`config.mk`:
```
export PLATFORM = sky130hd
export DESIGN_NAME = rcc_vdd_wr_seq_flat
export DESIGN_NICKNAME = d
export VERILOG_FILES = /design/src/rtl/rcc_vdd_pkg.sv /design/src/rtl/rcc_vdd_wr_seq_if.sv /design/src/rtl/rcc_vdd_rr_arb.sv /design/src/rtl/rcc_vdd_wr_seq.sv /design/src/flat_wrapper.sv
export SDC_FILE = /design/constraint.sdc
export NUM_CORES = 1
export LEC_CHECK = 0
export BUFFER_PORTS_ARGS = -buffer_cell sky130_fd_sc_hd__buf_2
export CORE_AREA = 5 5 47 49
export DETAILED_ROUTE_END_ITERATION = 12
export DIE_AREA = 0 0 52 54
export MAX_ROUTING_LAYER = met4
export PLACE_DENSITY = 0.75
export SYNTH_ARGS = -nofsm -noshare
export SYNTH_HDL_FRONTEND = slang
export SYNTH_SLANG_ARGS = --single-unit
```
`constraint.sdc`:
```
create_clock -name lsi_clk -period 2.3 [get_ports lsi_clk]
set_clock_uncertainty 0.15 [all_clocks]
set_input_delay 0.23 -clock lsi_clk [delete_from_list [all_inputs] [get_ports lsi_clk]]
set_output_delay 0.23 -clock lsi_clk [all_outputs]
set_load 0.05 [all_outputs]
```
`src/rtl/rcc_vdd_pkg.sv`:
```
// Shared types and constants for the VDD-domain RCC write sequencer.
// Holds the FSM states, the requester indices and the index/one-hot helpers.
package rcc_vdd_pkg;

  typedef enum logic [2:0] {
    IDLE   = 3'd0,
    SETUP  = 3'd1,
    WRITE  = 3'd2,
    HOLD   = 3'd3,
    VERIFY = 3'd4,
    ACK    = 3'd5
  } state_e;

  localparam logic [1:0] C1_RMVF = 2'd0;
  localparam logic [1:0] C2_RMVF = 2'd1;
  localparam logic [1:0] LSION   = 2'd2;

  localparam int unsigned WR_HOLD_DEF     = 2;
  localparam int unsigned VFY_TIMEOUT_DEF = 8;

  // Round-robin successor over the three requesters (2 wraps to 0).
  function automatic logic [1:0] rr_next(input logic [1:0] idx);
    return (idx == LSION) ? C1_RMVF : idx + 2'd1;
  endfunction

  function automatic logic [2:0] idx2oh(input logic [1:0] idx);
    return 3'b001 << idx;
  endfunction

  function automatic logic [1:0] oh2idx(input logic [2:0] oh);
    logic [1:0] idx;
    idx = C1_RMVF;
    if (oh[C2_RMVF]) idx = C2_RMVF;
    if (oh[LSION])   idx = LSION;
    return idx;
  endfunction

endpackage

```
`src/rtl/rcc_vdd_wr_seq_if.sv`:
```
// Requester and register-bank signals of the VDD write sequencer.
// The sequencer takes the slave side; the requesters and register bank drive the master side.
interface rcc_vdd_wr_seq_if;

  logic [2:0] req;
  logic [2:0] req_wdata;
  logic [2:0] ack;
  logic [2:0] err;
  logic       busy;
  logic       rcc_vdd_wdata;
  logic       raw_rcc_c1_rsr_rmvf_wren;
  logic       raw_rcc_c2_rsr_rmvf_wren;
  logic       raw_rcc_csr_lsion_wren;
  logic       cur_rcc_c1_rsr_rmvf;
  logic       cur_rcc_c2_rsr_rmvf;
  logic       cur_rcc_csr_lsion;

  modport master (
    output req, req_wdata,
    output cur_rcc_c1_rsr_rmvf, cur_rcc_c2_rsr_rmvf, cur_rcc_csr_lsion,
    input  ack, err, busy, rcc_vdd_wdata,
    input  raw_rcc_c1_rsr_rmvf_wren, raw_rcc_c2_rsr_rmvf_wren, raw_rcc_csr_lsion_wren
  );

  modport slave (
    input  req, req_wdata,
    input  cur_rcc_c1_rsr_rmvf, cur_rcc_c2_rsr_rmvf, cur_rcc_csr_lsion,
    output ack, err, busy, rcc_vdd_wdata,
    output raw_rcc_c1_rsr_rmvf_wren, raw_rcc_c2_rsr_rmvf_wren, raw_rcc_csr_lsion_wren
  );

endinterface

```
`src/rtl/rcc_vdd_rr_arb.sv`:
```
// Three-way round-robin arbiter; the pointer names the highest-priority requester
// and moves past the finished requester when advance_i is pulsed.
module rcc_vdd_rr_arb
  import rcc_vdd_pkg::*;
(
  input  logic       clk_i,
  input  logic       rst_ni,
  input  logic [2:0] req_i,
  input  logic       advance_i,
  input  logic [1:0] last_idx_i,
  output logic [2:0] grant_o
);

  logic [1:0] ptr_q, ptr_d;
  logic [1:0] cand0, cand1, cand2;

  assign cand0 = ptr_q;
  assign cand1 = rr_next(cand0);
  assign cand2 = rr_next(cand1);

  always_comb begin
    grant_o = 3'b000;
    if (req_i[cand0])      grant_o = idx2oh(cand0);
    else if (req_i[cand1]) grant_o = idx2oh(cand1);
    else if (req_i[cand2]) grant_o = idx2oh(cand2);
  end

  assign ptr_d = advance_i ? rr_next(last_idx_i) : ptr_q;

  always_ff @(posedge clk_i) begin
    if (!rst_ni) ptr_q <= C1_RMVF;
    else         ptr_q <= ptr_d;
  end

endmodule

```
`src/rtl/rcc_vdd_wr_seq.sv`:
```
// Serialises three requesters' single-bit writes into the VDD register bank:
// setup, strobe for WR_HOLD cycles, hold, read back with timeout, then acknowledge.
module rcc_vdd_wr_seq
  import rcc_vdd_pkg::*;
#(
  parameter int unsigned WR_HOLD     = WR_HOLD_DEF,
  parameter int unsigned VFY_TIMEOUT = VFY_TIMEOUT_DEF
) (
  input logic             lsi_clk,
  input logic             rst_n,
  rcc_vdd_wr_seq_if.slave bus
);

  localparam logic [3:0] WR_LAST  = 4'(WR_HOLD - 1);
  localparam logic [3:0] VFY_LAST = 4'(VFY_TIMEOUT - 1);

  state_e     state_q, state_d;
  logic [3:0] cnt_q, cnt_d;
  logic [1:0] gidx_q, gidx_d;
  logic       wdata_q, wdata_d;
  logic       err_q, err_d;
  logic       advance;
  logic [2:0] grant;
  logic [1:0] grant_idx;
  logic [2:0] cur;
  logic [2:0] grant_oh;
  logic [2:0] wren;

  rcc_vdd_rr_arb u_arb (
    .clk_i      (lsi_clk),
    .rst_ni     (rst_n),
    .req_i      (bus.req),
    .advance_i  (advance),
    .last_idx_i (gidx_q),
    .grant_o    (grant)
  );

  assign grant_idx = oh2idx(grant);
  assign cur = {bus.cur_rcc_csr_lsion, bus.cur_rcc_c2_rsr_rmvf, bus.cur_rcc_c1_rsr_rmvf};

  // Requests are only looked at in IDLE, so anything arriving mid-transfer simply waits.
  always_comb begin
    state_d = state_q;
    gidx_d  = gidx_q;
    wdata_d = wdata_q;
    err_d   = err_q;
    advance = 1'b0;
    unique case (state_q)
      IDLE: begin
        err_d = 1'b0;
        if (|bus.req) begin
          gidx_d  = grant_idx;
          wdata_d = bus.req_wdata[grant_idx];
          state_d = SETUP;
        end
      end
      SETUP:  state_d = WRITE;
      WRITE:  if (cnt_q == WR_LAST) state_d = HOLD;
      HOLD:   state_d = VERIFY;
      VERIFY: begin
        if (cur[gidx_q] == wdata_q) begin
          state_d = ACK;
        end else if (cnt_q == VFY_LAST) begin
          state_d = ACK;
          err_d   = 1'b1;
        end
      end
      ACK: begin
        advance = 1'b1;
        state_d = IDLE;
      end
      default: state_d = IDLE;
    endcase
  end

  // Cleared on every state change and saturating, so long timeouts never alias.
  assign cnt_d = (state_d != state_q) ? 4'd0 :
                 (cnt_q == 4'hF)      ? cnt_q : cnt_q + 4'd1;

  always_ff @(posedge lsi_clk) begin
    if (!rst_n) begin
      state_q <= IDLE;
      cnt_q   <= 4'd0;
      gidx_q  <= C1_RMVF;
      wdata_q <= 1'b0;
      err_q   <= 1'b0;
    end else begin
      state_q <= state_d;
      cnt_q   <= cnt_d;
      gidx_q  <= gidx_d;
      wdata_q <= wdata_d;
      err_q   <= err_d;
    end
  end

  assign grant_oh = idx2oh(gidx_q);
  assign wren     = (state_q == WRITE) ? grant_oh : 3'b000;

  assign bus.busy                     = (state_q != IDLE);
  assign bus.rcc_vdd_wdata            = (state_q inside {SETUP, WRITE, HOLD, VERIFY}) ? wdata_q : 1'b0;
  assign bus.raw_rcc_c1_rsr_rmvf_wren = wren[C1_RMVF];
  assign bus.raw_rcc_c2_rsr_rmvf_wren = wren[C2_RMVF];
  assign bus.raw_rcc_csr_lsion_wren   = wren[LSION];
  assign bus.ack                      = (state_q == ACK) ? grant_oh : 3'b000;
  assign bus.err                      = (state_q == ACK && err_q) ? grant_oh : 3'b000;

endmodule

```
`src/flat_wrapper.sv`:
```
// flat-port wrapper written by rule: the top's interface ports become plain ports
module rcc_vdd_wr_seq_flat import rcc_vdd_pkg::*;
#(
  parameter int unsigned WR_HOLD     = WR_HOLD_DEF,
  parameter int unsigned VFY_TIMEOUT = VFY_TIMEOUT_DEF
)
  (lsi_clk, rst_n, bus_req, bus_req_wdata, bus_cur_rcc_c1_rsr_rmvf, bus_cur_rcc_c2_rsr_rmvf, bus_cur_rcc_csr_lsion, bus_ack, bus_err, bus_busy, bus_rcc_vdd_wdata, bus_raw_rcc_c1_rsr_rmvf_wren, bus_raw_rcc_c2_rsr_rmvf_wren, bus_raw_rcc_csr_lsion_wren);
  rcc_vdd_wr_seq_if bus_i ();
  input logic lsi_clk;
  input logic rst_n;
  input wire logic [$bits(bus_i.req)-1:0] bus_req;
  input wire logic [$bits(bus_i.req_wdata)-1:0] bus_req_wdata;
  input wire logic [$bits(bus_i.cur_rcc_c1_rsr_rmvf)-1:0] bus_cur_rcc_c1_rsr_rmvf;
  input wire logic [$bits(bus_i.cur_rcc_c2_rsr_rmvf)-1:0] bus_cur_rcc_c2_rsr_rmvf;
  input wire logic [$bits(bus_i.cur_rcc_csr_lsion)-1:0] bus_cur_rcc_csr_lsion;
  output wire logic [$bits(bus_i.ack)-1:0] bus_ack;
  output wire logic [$bits(bus_i.err)-1:0] bus_err;
  output wire logic [$bits(bus_i.busy)-1:0] bus_busy;
  output wire logic [$bits(bus_i.rcc_vdd_wdata)-1:0] bus_rcc_vdd_wdata;
  output wire logic [$bits(bus_i.raw_rcc_c1_rsr_rmvf_wren)-1:0] bus_raw_rcc_c1_rsr_rmvf_wren;
  output wire logic [$bits(bus_i.raw_rcc_c2_rsr_rmvf_wren)-1:0] bus_raw_rcc_c2_rsr_rmvf_wren;
  output wire logic [$bits(bus_i.raw_rcc_csr_lsion_wren)-1:0] bus_raw_rcc_csr_lsion_wren;
  assign bus_i.req = bus_req;
  assign bus_i.req_wdata = bus_req_wdata;
  assign bus_i.cur_rcc_c1_rsr_rmvf = bus_cur_rcc_c1_rsr_rmvf;
  assign bus_i.cur_rcc_c2_rsr_rmvf = bus_cur_rcc_c2_rsr_rmvf;
  assign bus_i.cur_rcc_csr_lsion = bus_cur_rcc_csr_lsion;
  assign bus_ack = bus_i.ack;
  assign bus_err = bus_i.err;
  assign bus_busy = bus_i.busy;
  assign bus_rcc_vdd_wdata = bus_i.rcc_vdd_wdata;
  assign bus_raw_rcc_c1_rsr_rmvf_wren = bus_i.raw_rcc_c1_rsr_rmvf_wren;
  assign bus_raw_rcc_c2_rsr_rmvf_wren = bus_i.raw_rcc_c2_rsr_rmvf_wren;
  assign bus_raw_rcc_csr_lsion_wren = bus_i.raw_rcc_csr_lsion_wren;
  rcc_vdd_wr_seq #(.WR_HOLD(WR_HOLD), .VFY_TIMEOUT(VFY_TIMEOUT)) u_core (.lsi_clk(lsi_clk), .rst_n(rst_n), .bus(bus_i));
endmodule
```
==> flow_metrics.py <==
metrics = {
    "status": {
        "status": "completed",
    },
    "cells_and_area": {
        "layout_cells_sized_above_1_pct": 26.45,
        "insertedDiodeCount": 0,
        "fillers": 193,
        "p_r_area_growth_vs_syn_pct": 19.01,
        "num-nets-final": 135,
    },
    "power": {
        "post_layout_power_w": 0.0008380,
        "power_leakage_nw": 0.4043,
        "ir_drop_v": 0.0004270,
        "p_per_area_mw_per_mm2": 869.8,
    },
    "placement": {
        "gp_routability_congestion": 0.8809,
        "io_buffer_count": 21,
        "place.detailed.hpwl_um": 1357,
    },
    "clock_tree": {
        "clock_path_buffers": 2,
        "cts_tree": "yes",
        "count_of_h_tree_levels_built_during_cts": 1,
        "cts-buffers-inserted": 3,
        "clock-root-buffer": "clkbuf_4",
        "clk_latency_ps": 270,
        "cts.clk_slew.worst_paths_ps": 80,
        "clock_sinks": 13,
    },
    "logic_synthesis": {
        "syn_avg_cell_area_um2": 7.937,
        "synth_compound_gate_area_share_pct": 13.91,
        "synth-xor-area-share_pct": 2.164,
        "syn_inst": 102,
        "combinational_family_with_the_most_area_after_synthesis": "simple AND/OR/NAND/NOR gates",
        "yosysWarnings": 0,
        "synth_enable_flop_cells": 0,
        "synth.top_cell.area_share_pct": 32.15,
        "synth_adder_area_share_pct": 3.091,
        "ys_seq_area_share_pct": 32.15,
        "mapped_area_um2": 809.5,
        "synth_most_common_cell": "dfxtp_1",
        "synth_nets": 115,
        "post_synth_most_frequent_cells": "dfxtp_1, nand2_1, nor2_1, nor2b_1, nor3b_1",
        "share_of_cell_area_taken_by_muxes_after_synthesis_pct": 3.709,
        "yosys.cell_types.count": 35,
        "post_synth_and_or_nand_nor_area_fraction_pct": 40.34,
        "synth_area_leader_cell": "dfxtp_1",
        "asyncSetResetFlopFracSynth_pct": 0,
        "synth.top_cells.by_area": "dfxtp_1, nor3b_1, nor2b_1, nand2b_1, mux2i_1",
        "yosys_most_used_dff": "dfxtp_1",
        "yosys_register_bits": 13,
    },
    "global_routing": {
        "grt.total_usage_pct": 14.28,
        "grt_max_degree": 13,
        "antenna_found_initial": 0,
        "overflow": 0,
        "via_count_of_the_first_global_routing_pass": 700,
        "grt_first_pass_wirelength_um": 2939,
    },
    "timing": {
        "final-setup-viol-count": 0,
        "fin_crit_sh_pct": 92.84,
        "final.setup.tns_ps": 0,
        "max_clock_freq_ghz": 0.4683,
        "max-slew-margin-rel_pct": 74.39,
        "finalHoldViolations": 0,
        "post-route-min-period_ps": 2135,
        "rsz0062_at_grt": "no",
        "max_slew.worst_pin.slew_ps": 383.6,
        "maxSlewViolCount": 0,
    },
    "drt": {
        "detail_route.vias_per_cell": 5.149,
        "postRouteWirelength_um": 1666,
        "detail_route.first_pass.iterations": 4,
        "remaining_drc_errors": 0,
        "avgRoutedWirePerCell_um": 11.26,
        "vias": 762,
        "drt.antenna.violating_nets": 0,
        "number_of_drc_violations_after_detailed_routing_iteration_0": 13,
    },
    "floorplanning": {
        "io_pins": 22,
        "floorplan.initialDensity_pct": 44.44,
        "placementRows": 16,
        "fp.dieW_um": 52,
        "die_area_mm2": 0.002808,
        "core_region_area_mm2": 0.001822,
        "die_h_um": 54,
    },
    "critical_path": {
        "reg2regPathDepth": 4,
        "critical_path.max_fanout": 8,
        "setup.worst_path.start_class": "flop",
        "worstPathArrival_ps": 1760,
        "cp.required_ps": 1920,
        "worstSetupEndpointType": "output pin",
        "critical_path_class": "reg -> out",
        "reg2reg_setup_slack_ps": 460,
    },
    "hold_path": {
        "min-delay-path-class": "in -> reg",
        "worst_hold_path.num_cells": 3,
    },
    "flow_run": {
        "drv.max_cap_violation_count": 0,
    },
}
==> registers in the layout, summed over array words and instances, names as in the netlist <==
name and cells:
u_core.wdata_q 1, u_core.u_arb.cand0 2, u_core.state_q 3, u_core.cnt_q 4, u_core.gidx_q 2, u_core.err_q 1
==> report_power, final <==
part           internal [W]  switching (W)
Clock             0.0000672      0.0000743
Sequential         0.000265      0.0000717
Combinational      0.000130       0.000229
==> cell families (layout without fill, tap and decap cells) <==
family / count (synthesis) / count (layout)
DFF: 13 / 13
muxes: 3 / 3
xor gates and xnor gates: 2 / 2
AOI/OAI and AO/OA: 17 / 17
and+or+nand+nor: 58 / 58
buffers and inverters: 7 / 26
adders and majority gates: 2 / 2
==> metal layers <==
metal / vias up / wire, um / global-route usage, %
met3: 2 / 98 / 5.263
met1: 346 / 737 / 16.17
li1: 396 / - / -
met4: 0 / 16 / 4.803
met5: - / 0 / -
met2: 18 / 813 / 23.22
==> metrics by stage <==
stage	instance area [um^2]	setup WS [ps]	utilization (%)	cells	hold slack, ps
after floorplan	829.5	-87.42	-	102	262.0
after global placement	934.6	459.2	51.30	144	363.3
after detailed placement	934.6	437.9	51.30	144	373.3
after CTS	960.9	133.7	52.75	148	97.02
after global routing	963.4	37.36	52.88	148	121.6
final	963.4	164.7	52.88	148	97.90
==> worst max-delay path, stage by stage, from the launching register on <==
cell and delay [ps]:
dfxtp_1 470, or3b_2 540, nor3b_2 200, buf_2 280
==> layout by cell type (no fill, tap or decap), drive strengths merged, types with 2 or more instances in the layout <==
| master | count |
|---|---|
| mux2i | 3 |
| nor3 | 4 |
| dfxtp | 13 |
| or2 | 2 |
| clkbuf | 4 |
| buf | 21 |
| nand2b | 5 |
| a31oi | 2 |
| o21ai | 6 |
| nand4 | 2 |
| and2 | 4 |
| ha | 2 |
| a21oi | 3 |
| or3 | 2 |
| nor2 | 8 |
| nand3 | 4 |
| xnor2 | 2 |
| nand2 | 8 |
| nor2b | 7 |
| a21boi | 2 |
| nor3b | 7 |
==> timing repair <==
item,CTS,global route
endpoints found under the setup margin,0,1
resized for setup,0,1
buffers inserted,0,0
hold buffers,0,0
==> final cells by class <==
class	instances	area [um^2]	area share (%)
clock buffers	4	26.28	2.727
well taps	27	33.78	3.506
repair buffers	21	105.1	10.91
flip-flops and latches	13	260.3	27.01
inverters	1	3.754	0.3896
multi-input cells	82	534.3	55.45
==> final timing paths <==
kind	from	to
setup / recovery	u_core.state_q[1]	bus_raw_rcc_c2_rsr_rmvf_wren
hold / removal	bus_req_wdata[2]	u_core.wdata_q
setup reg to reg	u_core.state_q[0]	u_core.cnt_q[2]
hold reg to reg	u_core.state_q[2]	u_core.state_q[1]
(Power assumes the default switching activity.)
